## src/rtl/pipe_hazard_unit.sv

```systemverilog
`default_nettype none
// ============================================================================
// Module      : pipe_hazard_unit
// Description : Hazard and forwarding controller for an in-order RISC-V pipe.
//               Tracks in-flight destinations (EX..WB), detects RAW hazards at
//               ID, raises load-use stalls and branch flushes, and selects
//               forwarded EX operands. Keeps saturating stall/flush counters.
// Revision    : 1.0 - initial release
// ============================================================================
module pipe_hazard_unit #(
  parameter  int XLEN       = 32,
  parameter  int DEPTH      = 3,
  parameter  int LOAD_READY = 2,
  parameter  int CNT_W      = 16,
  localparam int FSW        = $clog2(DEPTH)
) (
  input  logic                  cpu_clk,
  input  logic                  cpu_rst,
  input  logic                  id_valid,
  input  logic [4:0]            id_rs1,
  input  logic [4:0]            id_rs2,
  input  logic                  id_rs1_used,
  input  logic                  id_rs2_used,
  input  logic [4:0]            id_rd,
  input  logic                  id_rf_we,
  input  logic                  id_is_load,
  input  logic                  ex_br_taken,
  input  logic [XLEN-1:0]       ex_rD1,
  input  logic [XLEN-1:0]       ex_rD2,
  input  logic [DEPTH*XLEN-1:0] stage_wdata,
  output logic                  pc_stall,
  output logic                  if_id_stall,
  output logic                  id_ex_bubble,
  output logic                  if_id_flush,
  output logic [FSW-1:0]        ex_fwd_sel_a,
  output logic [FSW-1:0]        ex_fwd_sel_b,
  output logic [XLEN-1:0]       ex_opa,
  output logic [XLEN-1:0]       ex_opb,
  output logic [CNT_W-1:0]      stall_cnt,
  output logic [CNT_W-1:0]      flush_cnt
);

  typedef struct packed {
    logic       valid;
    logic [4:0] rd;
    logic       we;
    logic       is_load;
  } sb_entry_t;

  sb_entry_t        sb_q [DEPTH];
  sb_entry_t        sb_d [DEPTH];
  logic [FSW-1:0]   fwd_sel_a_q, fwd_sel_a_d;
  logic [FSW-1:0]   fwd_sel_b_q, fwd_sel_b_d;
  logic [CNT_W-1:0] stall_cnt_q, stall_cnt_d;
  logic [CNT_W-1:0] flush_cnt_q, flush_cnt_d;

  logic             lu_a, lu_b;
  logic [FSW-1:0]   fsel_a, fsel_b;
  logic             load_use, stall, flush;

  // Slice 0 is the EX stage itself; its operands come from ex_rD1/ex_rD2.
  logic unused_slice0;
  assign unused_slice0 = ^stage_wdata[XLEN-1:0];

  // Find the youngest producer per source; scanning old->young lets the lowest k overwrite.
  always_comb begin
    lu_a   = 1'b0;
    lu_b   = 1'b0;
    fsel_a = '0;
    fsel_b = '0;
    for (int k = DEPTH - 1; k >= 0; k--) begin
      if (sb_q[k].valid && sb_q[k].we && (sb_q[k].rd != 5'd0)) begin
        if (id_valid && id_rs1_used && (sb_q[k].rd == id_rs1)) begin
          lu_a   = sb_q[k].is_load && ((k + 1) < LOAD_READY);
          // WB is write-through, so a WB-only match reads the register file.
          fsel_a = (k < DEPTH - 1) ? FSW'(k + 1) : '0;
        end
        if (id_valid && id_rs2_used && (sb_q[k].rd == id_rs2)) begin
          lu_b   = sb_q[k].is_load && ((k + 1) < LOAD_READY);
          fsel_b = (k < DEPTH - 1) ? FSW'(k + 1) : '0;
        end
      end
    end
  end

  // Pipeline control: a taken branch squashes ID and overrides any load-use stall.
  always_comb begin
    load_use     = lu_a | lu_b;
    flush        = ex_br_taken;
    stall        = load_use & ~flush;
    pc_stall     = stall;
    if_id_stall  = stall;
    id_ex_bubble = stall | flush;
    if_id_flush  = flush;
  end

  // Next-state: shift scoreboard, capture forwarding selects, bump saturating counters.
  always_comb begin
    sb_d[0] = '0;
    if (!(stall || flush)) begin
      sb_d[0].valid   = id_valid;
      sb_d[0].rd      = id_rd;
      sb_d[0].we      = id_rf_we;
      sb_d[0].is_load = id_is_load;
    end
    for (int k = 1; k < DEPTH; k++) begin
      sb_d[k] = sb_q[k-1];
    end
    fwd_sel_a_d = (stall || flush) ? '0 : fsel_a;
    fwd_sel_b_d = (stall || flush) ? '0 : fsel_b;
    stall_cnt_d = stall_cnt_q;
    if (stall && (stall_cnt_q != {CNT_W{1'b1}})) begin
      stall_cnt_d = stall_cnt_q + 1'b1;
    end
    flush_cnt_d = flush_cnt_q;
    if (flush && (flush_cnt_q != {CNT_W{1'b1}})) begin
      flush_cnt_d = flush_cnt_q + 1'b1;
    end
  end

  // State registers with synchronous active-low reset.
  always_ff @(posedge cpu_clk) begin
    if (!cpu_rst) begin
      for (int k = 0; k < DEPTH; k++) begin
        sb_q[k] <= '0;
      end
      fwd_sel_a_q <= '0;
      fwd_sel_b_q <= '0;
      stall_cnt_q <= '0;
      flush_cnt_q <= '0;
    end else begin
      for (int k = 0; k < DEPTH; k++) begin
        sb_q[k] <= sb_d[k];
      end
      fwd_sel_a_q <= fwd_sel_a_d;
      fwd_sel_b_q <= fwd_sel_b_d;
      stall_cnt_q <= stall_cnt_d;
      flush_cnt_q <= flush_cnt_d;
    end
  end

  // EX operand mux: select 0 keeps the register-file value.
  always_comb begin
    ex_opa = ex_rD1;
    ex_opb = ex_rD2;
    for (int k = 1; k < DEPTH; k++) begin
      if (fwd_sel_a_q == FSW'(k)) ex_opa = stage_wdata[k*XLEN +: XLEN];
      if (fwd_sel_b_q == FSW'(k)) ex_opb = stage_wdata[k*XLEN +: XLEN];
    end
  end

  assign ex_fwd_sel_a = fwd_sel_a_q;
  assign ex_fwd_sel_b = fwd_sel_b_q;
  assign stall_cnt    = stall_cnt_q;
  assign flush_cnt    = flush_cnt_q;

endmodule
`default_nettype wire

```

## config.mk

```make
export PLATFORM = sky130hd
export DESIGN_NAME = pipe_hazard_unit
export DESIGN_NICKNAME = d
export VERILOG_FILES = /design/src/rtl/pipe_hazard_unit.sv
export SDC_FILE = /design/constraint.sdc
export NUM_CORES = 1
export LEC_CHECK = 0
export ABC_AREA = 1
export BUFFER_PORTS_ARGS = -buffer_cell sky130_fd_sc_hd__buf_4
export CAP_MARGIN = 20
export CORE_MARGIN = 4
export CORE_UTILIZATION = 35
export CTS_CLUSTER_SIZE = 14
export DETAILED_ROUTE_END_ITERATION = 10
export GPL_TIMING_DRIVEN = 0
export PLACE_DENSITY_LB_ADDON = 0.1
export SYNTH_ARGS = -nofsm -noshare
export SYNTH_HDL_FRONTEND = slang
export SYNTH_SLANG_ARGS = --single-unit
```

## constraint.sdc

```tcl
create_clock -name cpu_clk -period 1.85 [get_ports cpu_clk]
set_clock_uncertainty 0.1 [all_clocks]
set_input_delay 0.2775 -clock cpu_clk [delete_from_list [all_inputs] [get_ports cpu_clk]]
set_output_delay 0.2775 -clock cpu_clk [all_outputs]
set_load 0.05 [all_outputs]
```

==> Word-level counts from Yosys, hierarchy flattened <==
Memory sizes are Yosys's and may differ from the RTL's.
Cells that the tools add are included.
Widths: inputs -> output; s select.
{ "classes": {"add_sub_neg": 2, "n_eq_ne": 10, "muxes": 22, "n_bitwise": 8, "n_reduce_logical": 16} }
{ "ops": {"columns": ["cell", "count"], "rows": [
  ["$mux 32", 4],
  ["$add 16x1->16 const B", 2],
  ["$mux 8", 4],
  ["$ne 16x16->1 const B", 2],
  ["$eq 5x5->1", 4],
  ["$mux 2", 8],
  ["$logic_and 1x1->1", 12],
  ["$reduce_bool 5->1", 2],
  ["$mux 1", 6],
  ["$or 1x1->1", 5],
  ["$eq 2x1->1 const B", 2],
  ["$eq 2x2->1 const B", 2],
  ["$not 1->1", 2],
  ["$reduce_or 2->1", 1],
  ["$and 1x1->1", 1],
  ["$logic_or 1x1->1", 1]
]} }
{ "totals": {"ff_bits": 36, "ramBits": 24, "inputBits": 183, "output_inout_bits": 104, "wordCells": 63, "mem_count": 1} }
{ "mem_list": {"columns": ["name", "words", "width", "rd", "rd_ports_with_merged_regs", "write_ports", "line_no", "text"], "rows": [
  ["sb_q", 3, 8, 2, 0, 3, "50", "sb_entry_t sb_q [DEPTH];"]
]} }

==> Depth between registers and ports, before layout <==
{ "depth": {"ltp_word": 9, "mapped_depth": 12, "depth_no_buf": 11} }

==> Least setup slack after synthesis <==
No wires, ideal clock.
{ "synth_timing": {"path_kind": "register to output", "startpoint": "register fwd_sel_a_q[1] (netlist: ex_fwd_sel_a[1])", "endpoint": "output port ex_opa[0]", "arrival_ns": 2.252, "required_ns": 1.472, "setup_slack_ns": -0.780, "path_stages_with_launch": 4, "path_buffers": 1, "path_cell_list": "dfxtp_1 nand2_1 clkbuf_1 o21ai_0"} }
{ "synth_via": {"elab_chain_len": 3, "elab_cells_between_ends": 4, "classes_between": "eq/ne (2); mux (2)"} }
{ "synth_lines": {"columns": ["element", "line_no", "text"], "rows": [
  ["from (decl)", "52", "logic [FSW-1:0] fwd_sel_a_q, fwd_sel_a_d;"],
  ["from (signal assigned)", "135", "fwd_sel_a_q <= fwd_sel_a_d;"],
  ["$eq 2x1->1", "147", "if (fwd_sel_a_q == FSW'(k)) ex_opa = stage_wdata[k*XLEN +: XLEN];"],
  ["$mux 32", "147", null],
  ["$mux 32 (*)", "147", null],
  ["to (decl)", "37", "output logic [XLEN-1:0] ex_opa,"]
]} }
Every way passes the cells marked *; elsewhere a longest branch is shown, timed or not.

==> Worst setup path in the final report <==
{ "layout_timing": {"startpoint": "register fwd_sel_b_q[0] (netlist: ex_fwd_sel_b[0])", "endpoint": "output port ex_opb[8]"} }
{ "layout_via": {"elab_chain_len": 3, "elab_cells_between_ends": 4, "classes_between": "eq/ne (2); mux (2)"} }
{ "layout_lines": {"columns": ["element", "line_no", "text"], "rows": [
  ["from (decl)", "53", "logic [FSW-1:0] fwd_sel_b_q, fwd_sel_b_d;"],
  ["from (signal assigned)", "136", "fwd_sel_b_q <= fwd_sel_b_d;"],
  ["$eq 2x1->1", "148", "if (fwd_sel_b_q == FSW'(k)) ex_opb = stage_wdata[k*XLEN +: XLEN];"],
  ["$mux 32", "148", null],
  ["$mux 32 (*)", "148", null],
  ["to (decl)", "38", "output logic [XLEN-1:0] ex_opb,"]
]} }
Marks and branches as above.

==> results_dict.tcl <==
set metrics [dict create \
    run_status "complete, but fails checks" \
    violations "setup timing" \
    synthToLayoutAreaGrowth_pct 85.4 \
    fin_tns_setup_ns -5.16 \
    synth_flop_cell "dfxtp_1" \
    antenna_found_initial 3 \
    critPathBufInv 4 \
    p_sw_mw 1.00 \
    intPower_mw 2.15 \
    cts_buffers 5 \
    core_um2 11600 \
    overflow 0 \
    stdcell_count 1165 \
    synth_cells 714 \
    ir_drop_mv 0.472 \
    io_buffers 254 \
    ant_nets 0 \
    worstSetupEndpointType "output pin" \
    clkSinkCount 51 \
    num_io_pins 287 \
    gp_routability_congestion 0.868 \
    hold_class "input port to flop" \
    ys.warnings.count 0 \
    wl_per_cell_um 16.7 \
    maxSlewViolCount 0 \
    track_usage_pct 26.1 \
    fmax_mhz 494 \
    critPathRequiredTime_ns 1.47 \
    die-height_um 117 \
    setup_ws_ns -0.175 \
    drive_above_1_share_pct 43.6 \
    cts_tree "done" \
    r2r-start "sb_q[0][4]$_SDFF_PP0_" \
    path_clk_slew_ns 0.06 \
    syn-cell-area_um2 4190 \
    hold_viol 0 \
    clock_latency_ns 0.29 \
    min_period_over_period_pct 109 \
    grt_pass1_wl_um 29400 \
    slew_headroom_pct 67.2 \
    fp-row-count 39 \
    crit_type "flop to output pin" \
    drtIter0Drc 403 \
    post-synth-top-count-cell "nand2_1" \
    startpoint "ex_fwd_sel_b[0]$_SDFF_PP0_" \
    drc 0 \
    fin_util_pct 67.1 \
    power_density_nw_per_um2 406 \
    cts_hold_buf 0 \
    dp_hpwl_um 14000 \
    yosysSeqAreaShare_pct 24.4 \
    yosys.area.top_type "dfxtp_1" \
    drv_cap 0 \
    holdWs_ns 0.0979 \
    dr.pass1.iters 5 \
    totalPowerFinal_mw 3.16 \
    placed_cells 1111 \
    p_sw_share_pct 31.8 \
    netlist_top_cells_count "nand2_1 (174), inv_1 (134), o21ai_0 (77)" \
    rsz0062_at_grt "yes" \
    synth_top_area_share_pct 24.4 \
    setup_viol 63 \
    path_delay_family "buffers and inverters" \
    pwr-share-comb_pct 33.6 \
    syn_area_per_cell_um2 5.87 \
    hp-start "id_rd[3]" \
    worst_slew_pin_slew_ns 0.493 \
    p_leak_nw 3.72 \
    via_count 5891 \
    min_period_ns 2.02 \
    pwr-share-clk_pct 30.8 \
    synthTopCellsByArea "dfxtp_1 (24%), nand2_1 (16%), inv_1 (12%)" \
    htreeDepth 2 \
    crit_fanout 5 \
    slowest_delay_ns 0.33 \
    synth-seq-cells 51 \
    cp.arrival_ns 1.65 \
    start_util_pct 36.2 \
    cp_common_cell "buf_6" \
    drt_wl_total_um 19500 \
    layout.nets 1203 \
    grt_pass1_vias 5445 \
    die_x_um 117 \
    ctsLongestPathBuffers 2 \
    synth_edf_count 0 \
    worstSetupStartpointType "flop" \
    die_area_um2 13800 \
    cts_root_buf "clkbuf_16" \
    crit_slowest_cell "dfxtp_2" \
    grt_max_degree 15 \
    seq_power_share_pct 35.6 \
    async_reset_ff_share_pct 0 \
    synth_nets 899 \
    crit_chain "inv_2 -> nor2_4 -> buf_6 -> clkbuf_16 -> o211ai_1 -> o21ai_1 -> buf_6" \
    ys_types 38 \
    viasPerCell 5.06 \
]
[tightest hold or removal path: cells and delay by family]
family	cells	cell delay, ns
buffers and inverters	2	0.15
and+or+nand+nor	1	0.03
[power by group through the flow]
stage / combinational [mW] / clock, mW / sequential [mW]
final: 1.06 / 0.972 / 1.12
after global routing: 1.13 / 1.04 / 1.12
after CTS: 1.03 / 0.993 / 1.12
after detailed placement: 0.947 / 0 / 1.15
after global placement: 0.945 / 0 / 1.15
after floorplan: 0.498 / 0 / 1.16
[state kept, by name (all words and copies together), names as in the netlist]
register      cells
ex_fwd_sel_a      2
sb_q             15
stall_cnt        16
flush_cnt        16
ex_fwd_sel_b      2
[through the flow]
| step | setup WS, ns | cell area [um2] |
|---|---|---|
| after CTS | -0.131 | 7500 |
| after floorplan | -0.544 | 4250 |
| after global routing | -0.233 | 7760 |
| final | -0.175 | 7760 |
| after detailed placement | -0.301 | 6330 |
| after global placement | -0.305 | 6330 |
[routing by layer]
metal  up-vias  share of wire, %  global-route usage (%)
met2       259                50                    45.9
met1      2659                40                    31.2
met4         0               4.1                    10.4
met5         -                 0                       0
met3        49               6.4                    4.96
li1       2924                 -                       -
[logic make-up after synthesis]
group	count (synthesis)	share of synthesized area [%]
AO/OA/AOI/OAI	171	25.0
XOR/XNOR	11	2.30
adder cells (fa/ha/maj)	2	0.597
buffers and inverters	172	16.2
flip-flops	51	24.4
AND/OR/NAND/NOR	307	31.5
[worst paths after layout]
check / endpoint / slack (ns) / cells after the start
min reg2reg: sb_q[0][9]$_SDFF_PN0_ / 0.33 / 2
min: sb_q[0][5]$_SDFF_PP0_ / 0.1 / 3
max reg2reg: stall_cnt[10]$_SDFFE_PN0P_ / -0.03 / 14
max: ex_opb[8] / -0.17 / 7
[cell usage in the layout, fill, tap and decap left out, types with 29 or more instances in the layout]
cell      synthesis  routed
buf_4             3     210
buf_6             0      82
dfxtp_1          51      33
inv_1           134     128
nand2_1         174     142
nand2_2           0      31
nand3_1          31      29
nor2_1           65      54
o211ai_1         64      64
o21ai_1           1      50
[timing repair]
action,CTS,global route
gates resized for setup,240,90
pin swaps,17,12
buffers inserted,26,9
gates cloned,11,2
endpoints found under the hold margin,0,0
endpoints found under the setup margin,76,101
[area by class of cell]
| cell class | count | area (um2) |
|---|---|---|
| Fill cell | 1037 | 3800 |
| Multi-Input combinational cell | 492 | 2780 |
| Timing Repair Buffer | 298 | 2670 |
| Sequential cell | 51 | 1060 |
| Inverter | 140 | 534 |
| Buffer | 30 | 374 |
| Tap cell | 143 | 179 |
| Clock buffer | 8 | 156 |
| Antenna cell | 3 | 7.51 |
(Power assumes the default switching activity.)
